--- src/rtl/gbe_rx_status_pkg.sv ---
// Shared types and constants for the gbe1 rx status collector: FSM states, status-word layout, saturation limits.
// Pure definitions; no logic, latency or backpressure.
package gbe_rx_status_pkg;

   typedef enum logic [1:0] {
      ST_IDLE     = 2'd0,
      ST_IN_FRAME = 2'd1,
      ST_DISCARD  = 2'd2
   } rx_state_e;

   localparam int unsigned STATUS_W       = 32;
   localparam int unsigned LINK_BIT       = 31;
   localparam int unsigned OVR_STICKY_BIT = 30;
   localparam int unsigned BAD_STICKY_BIT = 29;
   localparam int unsigned IN_FRAME_BIT   = 28;
   localparam int unsigned OVR_CNT_LSB    = 24;
   localparam int unsigned OVR_CNT_W      = 4;
   localparam int unsigned BAD_CNT_LSB    = 16;
   localparam int unsigned BAD_CNT_W      = 8;
   localparam int unsigned PKT_CNT_LSB    = 0;
   localparam int unsigned PKT_CNT_W      = 16;
   localparam int unsigned FRAME_LEN_W    = 16;

   localparam logic [OVR_CNT_W-1:0]   OVR_CNT_MAX   = '1;
   localparam logic [BAD_CNT_W-1:0]   BAD_CNT_MAX   = '1;
   localparam logic [PKT_CNT_W-1:0]   PKT_CNT_MAX   = '1;
   localparam logic [FRAME_LEN_W-1:0] FRAME_LEN_MAX = '1;

endpackage

--- src/rtl/gbe_rx_status_sync.sv ---
// Multi-stage single-bit synchronizer for asynchronous level inputs (link_up).
// Output lags the input by STAGES clock edges; no backpressure.
module gbe_rx_status_sync #(
   parameter int unsigned STAGES = 2
) (
   input  logic clk,
   input  logic rst_n,
   input  logic d,
   output logic q
);

   logic [STAGES-1:0] sync_q;

   always_ff @(posedge clk or negedge rst_n) begin
      if (!rst_n) begin
         sync_q <= '0;
      end else begin
         sync_q <= {sync_q[STAGES-2:0], d};
      end
   end

   assign q = sync_q[STAGES-1];

endmodule

--- src/rtl/gbe_rx_status_collector.sv ---
// gbe1 rx status word builder: frame FSM, good/bad/overrun counters, sticky flags; word valid 1 cycle after the beat.
// No backpressure (pure monitor). Optional GBE_RX_STATUS_FRAME_LEN_EN adds the frame_len_max output.
module gbe_rx_status_collector
   import gbe_rx_status_pkg::*;
#(
   parameter bit          PKT_CNT_SAT      = 1'b0,
   parameter int unsigned LINK_SYNC_STAGES = 2
) (
   input  logic                  user_clk,
   input  logic                  user_rst_n,
   input  logic                  rx_valid,
   input  logic                  rx_eof,
   input  logic                  rx_bad_frame,
   input  logic                  rx_overrun,
   input  logic                  link_up,
   input  logic                  clr,
`ifdef GBE_RX_STATUS_FRAME_LEN_EN
   output logic [FRAME_LEN_W-1:0] frame_len_max,
`endif
   output logic [STATUS_W-1:0]   user_data_out
);

   rx_state_e              state_q;
   logic                   in_frame_q;
   logic                   link_sync;
   logic                   link_q;
   logic                   ovr_prev_q;
   logic                   clr_prev_q;
   logic [PKT_CNT_W-1:0]   pkt_cnt_q,  pkt_cnt_d;
   logic [BAD_CNT_W-1:0]   bad_cnt_q,  bad_cnt_d;
   logic [OVR_CNT_W-1:0]   ovr_cnt_q,  ovr_cnt_d;
   logic                   ovr_sticky_q, ovr_sticky_d;
   logic                   bad_sticky_q, bad_sticky_d;

   logic ovr_rise, clr_rise, eof_beat, frame_done, good_done, bad_done;

   assign ovr_rise   = rx_overrun & ~ovr_prev_q;
   assign clr_rise   = clr & ~clr_prev_q;
   assign eof_beat   = rx_valid & rx_eof;
   assign frame_done = eof_beat & (state_q != ST_DISCARD);
   assign good_done  = frame_done & ~rx_bad_frame;
   assign bad_done   = frame_done & rx_bad_frame;

   gbe_rx_status_sync #(
      .STAGES (LINK_SYNC_STAGES)
   ) u_link_sync (
      .clk   (user_clk),
      .rst_n (user_rst_n),
      .d     (link_up),
      .q     (link_sync)
   );

   // in_frame_q tracks the state being entered so the word bit lines up with the counters.
   always_ff @(posedge user_clk or negedge user_rst_n) begin
      if (!user_rst_n) begin
         state_q    <= ST_IDLE;
         in_frame_q <= 1'b0;
      end else begin
         unique case (state_q)
            ST_IDLE: begin
               if (rx_valid && !rx_eof) begin
                  state_q    <= ST_IN_FRAME;
                  in_frame_q <= 1'b1;
               end
            end
            ST_IN_FRAME: begin
               if (eof_beat) begin
                  state_q    <= ST_IDLE;
                  in_frame_q <= 1'b0;
               end else if (ovr_rise) begin
                  state_q    <= ST_DISCARD;
               end
            end
            ST_DISCARD: begin
               if (eof_beat) begin
                  state_q    <= ST_IDLE;
                  in_frame_q <= 1'b0;
               end
            end
            default: begin
               state_q    <= ST_IDLE;
               in_frame_q <= 1'b0;
            end
         endcase
      end
   end

   always_comb begin
      pkt_cnt_d    = pkt_cnt_q;
      bad_cnt_d    = bad_cnt_q;
      ovr_cnt_d    = ovr_cnt_q;
      ovr_sticky_d = ovr_sticky_q;
      bad_sticky_d = bad_sticky_q;
      if (clr_rise) begin
         pkt_cnt_d    = '0;
         bad_cnt_d    = '0;
         ovr_cnt_d    = '0;
         ovr_sticky_d = 1'b0;
         bad_sticky_d = 1'b0;
      end else begin
         if (good_done && !(PKT_CNT_SAT && pkt_cnt_q == PKT_CNT_MAX)) begin
            pkt_cnt_d = pkt_cnt_q + 1'b1;
         end
         if (bad_done) begin
            if (bad_cnt_q != BAD_CNT_MAX) bad_cnt_d = bad_cnt_q + 1'b1;
            bad_sticky_d = 1'b1;
         end
         if (ovr_rise) begin
            if (ovr_cnt_q != OVR_CNT_MAX) ovr_cnt_d = ovr_cnt_q + 1'b1;
            ovr_sticky_d = 1'b1;
         end
      end
   end

   always_ff @(posedge user_clk or negedge user_rst_n) begin
      if (!user_rst_n) begin
         link_q       <= 1'b0;
         ovr_prev_q   <= 1'b0;
         clr_prev_q   <= 1'b0;
         pkt_cnt_q    <= '0;
         bad_cnt_q    <= '0;
         ovr_cnt_q    <= '0;
         ovr_sticky_q <= 1'b0;
         bad_sticky_q <= 1'b0;
      end else begin
         link_q       <= link_sync;
         ovr_prev_q   <= rx_overrun;
         clr_prev_q   <= clr;
         pkt_cnt_q    <= pkt_cnt_d;
         bad_cnt_q    <= bad_cnt_d;
         ovr_cnt_q    <= ovr_cnt_d;
         ovr_sticky_q <= ovr_sticky_d;
         bad_sticky_q <= bad_sticky_d;
      end
   end

`ifdef GBE_RX_STATUS_FRAME_LEN_EN
   logic [FRAME_LEN_W-1:0] beat_cnt_q, beat_cnt_d;
   logic [FRAME_LEN_W-1:0] flen_max_q, flen_max_d;
   logic [FRAME_LEN_W-1:0] cur_len;

   // Length of the frame ending on this beat, eof beat included.
   assign cur_len = (state_q == ST_IDLE) ? FRAME_LEN_W'(1) :
                    (beat_cnt_q == FRAME_LEN_MAX) ? FRAME_LEN_MAX : beat_cnt_q + 1'b1;

   always_comb begin
      beat_cnt_d = beat_cnt_q;
      flen_max_d = flen_max_q;
      if (rx_valid) beat_cnt_d = cur_len;
      if (clr_rise) begin
         flen_max_d = '0;
      end else if (good_done && cur_len > flen_max_q) begin
         flen_max_d = cur_len;
      end
   end

   always_ff @(posedge user_clk or negedge user_rst_n) begin
      if (!user_rst_n) begin
         beat_cnt_q <= '0;
         flen_max_q <= '0;
      end else begin
         beat_cnt_q <= beat_cnt_d;
         flen_max_q <= flen_max_d;
      end
   end

   assign frame_len_max = flen_max_q;
`endif

   always_comb begin
      user_data_out                                = '0;
      user_data_out[LINK_BIT]                      = link_q;
      user_data_out[OVR_STICKY_BIT]                = ovr_sticky_q;
      user_data_out[BAD_STICKY_BIT]                = bad_sticky_q;
      user_data_out[IN_FRAME_BIT]                  = in_frame_q;
      user_data_out[OVR_CNT_LSB +: OVR_CNT_W]      = ovr_cnt_q;
      user_data_out[BAD_CNT_LSB +: BAD_CNT_W]      = bad_cnt_q;
      user_data_out[PKT_CNT_LSB +: PKT_CNT_W]      = pkt_cnt_q;
   end

endmodule
--- config.mk ---
export PLATFORM = sky130hd
export DESIGN_NAME = gbe_rx_status_collector
export DESIGN_NICKNAME = d
export VERILOG_FILES = /design/src/rtl/gbe_rx_status_pkg.sv /design/src/rtl/gbe_rx_status_sync.sv /design/src/rtl/gbe_rx_status_collector.sv
export SDC_FILE = /design/constraint.sdc
export NUM_CORES = 1
export LEC_CHECK = 0
export CAP_MARGIN = 20
export CORE_MARGIN = 1
export CORE_UTILIZATION = 55
export DETAILED_ROUTE_END_ITERATION = 6
export GPL_TIMING_DRIVEN = 0
export PLACE_DENSITY_LB_ADDON = 0.05
export SLEW_MARGIN = 20
export SYNTH_ARGS = -nofsm -noshare
export SYNTH_HDL_FRONTEND = slang
export SYNTH_SLANG_ARGS = --single-unit
--- constraint.sdc ---
create_clock -name user_clk -period 3 [get_ports user_clk]
set_input_delay 0.9 -clock user_clk [delete_from_list [all_inputs] [get_ports user_clk]]
set_output_delay 0.9 -clock user_clk [all_outputs]
set_load 0.01 [all_outputs]
# == Yosys cells after proc, flatten, opt, wreduce, memory -nomap -nowiden ==
# Cells that the tools add are included.
# op_classes
n_addsub,3
eq_ne,9
muxes,20
bitwise_logic,9
reduce_logical,13
# op_table
op,count
16-bit two-way mux,2
8-bit two-way mux,3
"16-bit by 1-bit adder with 16-bit output, second input constant",1
4-bit two-way mux,3
2-bit nonzero test,5
"8-bit by 1-bit adder with 8-bit output, second input constant",1
2-bit two-way mux,4
"8-bit inequality test, second input constant",1
1-bit bitwise AND,6
1-bit two-way mux,6
"2-bit inequality test, second input constant",3
2-bit case mux with 3 select lines,1
2-bit AND reduction,3
"4-bit by 1-bit adder with 4-bit output, second input constant",1
"4-bit inequality test, second input constant",1
"3-bit inequality test, second input constant",1
1-bit inverter,3
3-bit AND reduction,1
"2-bit by 1-bit equality test with 1-bit output, second input constant",1
"2-bit equality test, second input constant",1
2-bit logical NOT,1
"2-bit by 1-bit inequality test with 1-bit output, second input constant",1
1-bit case mux with 2 select lines,1
2-bit OR reduction,1
other kinds (2),2
# totals
regBits,38
input_bits,8
output_inout_bits,32
word_cells,65

# == Logic depth before layout (Yosys ltp) ==
# Gate-level depths: netlist (run 1).
# logic_depth
word_depth,5
mapped_depth,7

# == Modules after synthesis ==
# Synthesis (run 1) repeated with hierarchy kept, for this count alone.
# hier_totals
hier_cells,188
area_unflattened_um2,1886.8
# by_module_without_submodules
mod,n_inst,cells_per_inst,area_per_inst_um2,seq_area_each_um2
gbe_rx_status_collector,1,186,1836.8,900.9
gbe_rx_status_sync,1,2,50.0,50.0

# == Least setup slack after synthesis (run 1) ==
# No wires, ideal clock.
# synth_timing
path_type,input to register
startpoint,in rx_bad_frame
endpoint,reg pkt_cnt_q[15]
setup_ps,120
t_arrival_ps,1750
required_time_ps,2880
path_slack_ps,1130
cell_stages,5
n_path_buf,1
cell_sequence,nand4bb_1 > buf_6 > nor3_4 > a31oi_1 > a41o_1
# synth_between
elab_chain_len,3
# synth_lines
item,line_no,rtl
start: declaration,gbe_rx_status_collector.sv:13,"input logic rx_bad_frame,"
1-bit inverter,gbe_rx_status_collector.sv:41,assign good_done = frame_done & ~rx_bad_frame;
1-bit bitwise AND,gbe_rx_status_collector.sv:41,
2-bit nonzero test (no source line),n/a,
end signal: assignment,gbe_rx_status_collector.sv:129,pkt_cnt_q <= pkt_cnt_d;
end: declaration,gbe_rx_status_collector.sv:29,"logic [PKT_CNT_W-1:0] pkt_cnt_q, pkt_cnt_d;"
# Every way passes these cells.
# A chain may end at the register's enable or synchronous reset.

# == Final worst setup path (run 1) ==
# layout_timing
startpoint,reg pkt_cnt_q[3]
endpoint,out user_data_out[3]
# layout_rtl
item,line_no,rtl
end: declaration,gbe_rx_status_collector.sv:20,output logic [STATUS_W-1:0] user_data_out
# No word-level cell between the ends.

==> results of run 1 <==
[placed cells by master, fill, tap and decap left out, drive strengths merged, types with 5 or more instances in the layout]
cell	n
clkdlybuf4s50	38
xnor2	10
nand2	17
xor2	9
clkbuf	7
o21ai	5
a21oi	7
nand2b	5
nand3	9
nand4	5
nor2	31
ha	6
dfrtp	38
buf	9
[power by group]
group | switching (W) | internal (W)
clock | 0.000172 | 0.000173
sequential | 0.0000429 | 0.000557
combinational | 0.000135 | 0.000149
[worst reg2reg max path: stages (launching register included)]
cell,delay [ns]
dfrtp_1,0.41
inv_1,0.08
ha_1,0.26
nand4bb_1,0.23
buf_6,0.17
nor3_4,0.25
a31oi_1,0.12
a41o_1,0.21
[sequential cells by signal (all words and copies together), names as in the netlist]
signal,cells
bad_cnt_q,8
bad_sticky_q,1
clr_prev_q,1
in_frame_q,1
link_q,1
ovr_cnt_q,4
ovr_prev_q,1
ovr_sticky_q,1
pkt_cnt_q,16
state_q,2
u_link_sync.sync_q,2
[layout make-up]
class / count / area share (%)
inverters: 3 / 0.450
clock buffers: 5 / 1.50
plain buffers: 9 / 3.00
multi-input cells: 139 / 36.9
flip-flops and latches: 38 / 38.0
clock inverters: 3 / 1.60
repair buffers: 40 / 16.2
well taps: 46 / 2.30
[cell families after synthesis]
kind of cell	synth area share, %
muxes	2.04
and+or+nand+nor	24.4
AOI/OAI and AO/OA	8.30
xor gates and xnor gates	8.49
DFF	48.5
adders and majority gates	3.83
buffers and inverters	4.41
[cells in the mapped netlist (2+ instances only)]
| cell | instances | area share (%) |
|---|---|---|
| nand3_1 | 9 | 2.3 |
| nor4_2 | 3 | 1.9 |
| and4bb_2 | 2 | 1.3 |
| inv_1 | 3 | 0.57 |
| buf_4 | 4 | 1.5 |
| nand2b_1 | 5 | 1.6 |
| xor2_1 | 9 | 4.0 |
| a31oi_1 | 2 | 0.64 |
| nor3_4 | 2 | 1.7 |
| nor3_1 | 2 | 0.51 |
| dfrtp_1 | 38 | 49 |
| xnor2_1 | 10 | 4.5 |
| nor2b_1 | 2 | 0.64 |
| o2111ai_1 | 2 | 0.89 |
| a21oi_1 | 7 | 1.8 |
| nor2_1 | 31 | 5.9 |
| ha_1 | 6 | 3.8 |
| mux2i_1 | 4 | 2.0 |
| nand4_1 | 4 | 1.3 |
| nand2_1 | 17 | 3.3 |
| buf_6 | 2 | 1.1 |
| o211ai_1 | 2 | 0.77 |
| o21ai_0 | 5 | 1.3 |
[metal layers]
| layer | wire (µm) | vias up | part of all wire, % | GRT usage, % |
|---|---|---|---|---|
| met5 | 0 | - | 0 | 0 |
| met1 | 1760 | 724 | 46 | 30.5 |
| met3 | 194 | 8 | 5.1 | 6.30 |
| met2 | 1810 | 46 | 47 | 36.3 |
| met4 | 75 | 0 | 2.0 | 9.84 |
| li1 | - | 749 | - | - |
[through the flow]
stage                     hold WS, ns  util, %  instances  total power, W
after global placement          0.333     71.6        274        0.000872
after floorplan                 0.331        -        189        0.000770
after global routing            0.352     74.3        283         0.00130
after CTS                       0.360     74.3        283         0.00124
final                           0.366     74.3        283         0.00123
after detailed placement        0.338     72.0        275        0.000896
[final timing paths]
kind / endpoint / depth (start not counted) / start / slack [ns]
min in group user_clk: u_link_sync.sync_q[1] / 0 / u_link_sync.sync_q[0] / 0.37
worst min-delay path: link_q / 1 / user_rst_n / 0.37
worst min register to register: u_link_sync.sync_q[1] / 0 / u_link_sync.sync_q[0] / 0.37
worst max register to register: pkt_cnt_q[15] / 7 / state_q[0] / 1.16
worst max-delay path: user_data_out[3] / 1 / pkt_cnt_q[3] / 0.65
max in group asynchronous: pkt_cnt_q[3] / 2 / user_rst_n / 2.21
==> impl_metrics.tcl, run 1 <==
set metrics [dict create \
    critical_path.cell_chain "clkdlybuf4s50_1" \
    setup_violations 0 \
    p_leak_nw 1.11 \
    cpMaxStageDelayCell "clkdlybuf4s50_1" \
    multi_input_area_um2 922 \
    worst_slack_ns 0.650 \
    dpl.hpwl_mm 2.78 \
    postSynthAreaPerCell_um2 10.4 \
    grt_pass1_vias 1410 \
    end_kind "output port" \
    place_ws_ns 0.545 \
    synthCells 189 \
    synthToLayoutAreaGrowth_pct 27.6 \
    cts.sinks 38 \
    finClkSkew_ns 0.0123 \
    antenna_found_initial 0 \
    post-route-min-period_ns 2.35 \
    fin_area_um2 2500 \
    crit_type "register to output port" \
    status "finished clean" \
    max_freq_mhz 426 \
    rows 21 \
    vias 1527 \
    synthesis.nets 203 \
    netlist_area_um2 1960 \
    post_drt_wl_per_cell_um 13.6 \
    fp.dieW_um 61.7 \
    powerDensity_nw_per_um2 491 \
    drive_gt1_share_pct 11.8 \
    max_cap_viol_count 0 \
    layout.area.seq_um2 951 \
    insertion_delay_ns 0.35 \
    cts-root-buf "clkbuf_4" \
    io_buffers 39 \
    firstDrtPassIters 4 \
    async_flop_share_pct 100 \
    drv_slew 0 \
    start_util_pct 58.3 \
    seq_area_frac_synth_pct 48.5 \
    routabilityCongestion 0.801 \
    core_um2 3360 \
    cts_tree "done" \
    max_stage_delay_ns 0.60 \
    hold_viol_final 0 \
    ys_warn_count 0 \
    hold_buffers 0 \
    cp_data_required_time_ns 2.10 \
    tightest_slew_ns 0.460 \
    ys_ff_latch 38 \
    cts_inserted_buffers 5 \
    ir_drop_v 0.000377 \
    antenna_left 0 \
    grt_pass1_wl_mm 6.31 \
    hp-class "primary input to async pin" \
    synth_edf_count 0 \
    finalSetupTns_ns 0 \
    worst-path-max-fanout 7 \
    post_cts.repair.setup_buffers 0 \
    die_h_um 61.7 \
    wirelength_mm 3.84 \
    dieArea_um2 3810 \
    grt_max_degree 33 \
    num_antenna_cells 0 \
    synth_ff_type "dfrtp_1" \
    startpoint_type "register" \
    num-fill-cells 260 \
    rsz0062_at_grt "no" \
    cts_htree_levels 2 \
    drt-initial-drc-count 87 \
    crit_arrival_ns 1.45 \
    drcViolationCount 0 \
    clock_path_buffers 2 \
    grt-ovfl-total 0 \
    clk_pin_slew_worst_paths_ns 0.12 \
    nNetsFinal 250 \
    place_area_um2 2420 \
    path_delay_family "buffers and inverters" \
    io_pins 40 \
    vias_per_cell 5.40 \
    critPathBufInv 1 \
    cts.repair.resized 0 \
    timing.final.crit_share_pct 78.3 \
    relSlewSlack_pct 69.3 \
    grt_use_total_pct 23.2 \
    synthDistinctLibCells 41 \
]
Note: power is estimated with default switching activity, not from simulation.
==> run 2, diff against run 1 <==
--- a/config.mk
+++ b/config.mk
@@ -7,7 +7,7 @@
 export LEC_CHECK = 0
 export CAP_MARGIN = 20
 export CORE_MARGIN = 1
-export CORE_UTILIZATION = 55
+export CORE_UTILIZATION = 51
 export DETAILED_ROUTE_END_ITERATION = 6
 export GPL_TIMING_DRIVEN = 0
 export PLACE_DENSITY_LB_ADDON = 0.05
==> constraint.sdc (replaced) <==
create_clock -name user_clk -period 2.27 [get_ports user_clk]
set_input_delay 0.681 -clock user_clk [delete_from_list [all_inputs] [get_ports user_clk]]
set_output_delay 0.681 -clock user_clk [all_outputs]
set_load 0.01 [all_outputs]
==> impl_metrics.tcl, run 2 (synthesis gave the netlist of run 1 again) <==
set metrics [dict create \
    startpoint_type "register" \
    fin_area_um2 2510 \
    post_drt_wl_per_cell_um 13.6 \
    antenna_found_initial 0 \
    cts_htree_levels 2 \
    fp.dieW_um 64.0 \
    grt-ovfl-total 0 \
    pwr-share-comb_pct 23.1 \
    cp_data_required_time_ns 1.59 \
    rsz0062_at_grt "no" \
    finClkSkew_ns 0.00365 \
    synthToLayoutAreaGrowth_pct 28.4 \
    start_util_pct 53.5 \
    critical_path.cell_chain "clkdlybuf4s50_1" \
    dpl.hpwl_mm 2.87 \
    drt-initial-drc-count 86 \
    switchingPower_w 0.000443 \
    insertion_delay_ns 0.28 \
    worst-path-max-fanout 7 \
    cts.repair.resized 0 \
    rows 22 \
    place_area_um2 2430 \
    routabilityCongestion 0.817 \
    cts.sinks 38 \
    fin_util_pct 68.7 \
    crit_type "register to output port" \
    io_pins 40 \
    critPathBufInv 1 \
    top_register "pkt_cnt_q" \
    vias 1489 \
    p_seq_share_pct 49.3 \
    post-route-min-period_ns 2.05 \
    p_int_w 0.00117 \
    hold_buffers 0 \
    largestRegisters "pkt_cnt_q x16, bad_cnt_q x8, ovr_cnt_q x4" \
    drv_slew 0 \
    p_sw_share_pct 27.5 \
    num_antenna_cells 0 \
    dieArea_um2 4090 \
    nNetsFinal 250 \
    finalSetupTns_ns 0 \
    p_leak_nw 1.11 \
    tightest_slew_ns 0.488 \
    drcViolationCount 0 \
    cpMaxStageDelayCell "clkdlybuf4s50_1" \
    max_cap_viol_count 0 \
    p_clk_share_pct 27.6 \
    grt_pass1_vias 1515 \
    largest_register_ffs 16 \
    wirelength_mm 3.85 \
    setup_violations 0 \
    cts_tree "done" \
    clk_pin_slew_worst_paths_ns 0.07 \
    hold_viol_final 0 \
    path_delay_family "buffers and inverters" \
    max_freq_mhz 488 \
    status "finished clean" \
    timing.final.crit_share_pct 90.2 \
    end_kind "output port" \
    antenna_left 0 \
    grt_max_degree 21 \
    clock_path_buffers 2 \
    ir_drop_v 0.000480 \
    powerDensity_nw_per_um2 640 \
    io_buffers 39 \
    core_um2 3660 \
    drive_gt1_share_pct 11.1 \
    vias_per_cell 5.26 \
    max_stage_delay_ns 0.60 \
    die_h_um 64.0 \
    cts_inserted_buffers 5 \
    grt_pass1_wl_mm 6.75 \
    crit_arrival_ns 1.37 \
    hp-class "primary input to async pin" \
    post_cts.repair.setup_buffers 0 \
    grt_use_total_pct 21.2 \
    cts-root-buf "clkbuf_8" \
    relSlewSlack_pct 67.5 \
    firstDrtPassIters 4 \
    final_cell_mix "38 x dfrtp_1, 38 x clkdlybuf4s50_1, 31 x nor2_1" \
]
-- run 2: power by group through the flow --
stage / sequential [W] / combinational [W] / clock [W]
4_1_cts: 0.000794 / 0.000377 / 0.000458
3_5_place_dp: 0.000806 / 0.000376 / 0
5_1_grt: 0.000804 / 0.000420 / 0.000483
6_report: 0.000794 / 0.000372 / 0.000444
2_1_floorplan: 0.000806 / 0.000212 / 0
3_3_place_gp: 0.000800 / 0.000353 / 0
-- run 2: cell type report --
class,instances,area [µm²]
well taps,48,60.1
multi-input cells,139,922
repair buffers,40,413
plain buffers,9,75.1
flip-flops and latches,38,951
clock buffers,6,82.6
inverters,3,11.3
fillers,294,1150
-- run 2: worst paths after layout --
| path | to | slack (ns) | start | cells after the start |
|---|---|---|---|---|
| worst max-delay path | user_data_out[7] | 0.22 | pkt_cnt_q[7] | 1 |
| worst min-delay path | in_frame_q | 0.35 | user_rst_n | 1 |
| worst max register to register | pkt_cnt_q[15] | 0.39 | state_q[0] | 7 |
| worst min register to register | u_link_sync.sync_q[1] | 0.36 | u_link_sync.sync_q[0] | 0 |
| max in group asynchronous | pkt_cnt_q[12] | 1.46 | user_rst_n | 2 |
| min in group user_clk | u_link_sync.sync_q[1] | 0.36 | u_link_sync.sync_q[0] | 0 |
-- run 2: metrics by stage --
step                      setup WS [ns]  cells  power (W)  hold slack [ns]
after floorplan                   0.605    189    0.00102            0.331
after global placement           -0.311    276    0.00115            0.343
after detailed placement        -0.0204    277    0.00118            0.350
after CTS                         0.209    283    0.00163            0.362
after global routing              0.166    283    0.00171            0.384
final                             0.223    283    0.00161            0.353
-- run 2: metal layers --
metal | wire, µm | up-vias | track usage (%)
met3 | 109 | 6 | 4.29
met4 | 40 | 0 | 6.82
met2 | 1910 | 30 | 34.8
met1 | 1790 | 710 | 28.1
li1 | - | 743 | -
met5 | 0 | - | 0
==> run 3, diff against run 2 <==
--- a/config.mk
+++ b/config.mk
@@ -5,6 +5,7 @@
 export SDC_FILE = /design/constraint.sdc
 export NUM_CORES = 1
 export LEC_CHECK = 0
+export ABC_AREA = 0
 export CAP_MARGIN = 20
 export CORE_MARGIN = 1
 export CORE_UTILIZATION = 51
==> results of run 3 <==
The final DEF is identical to that of run 2; final timing and power are the same.
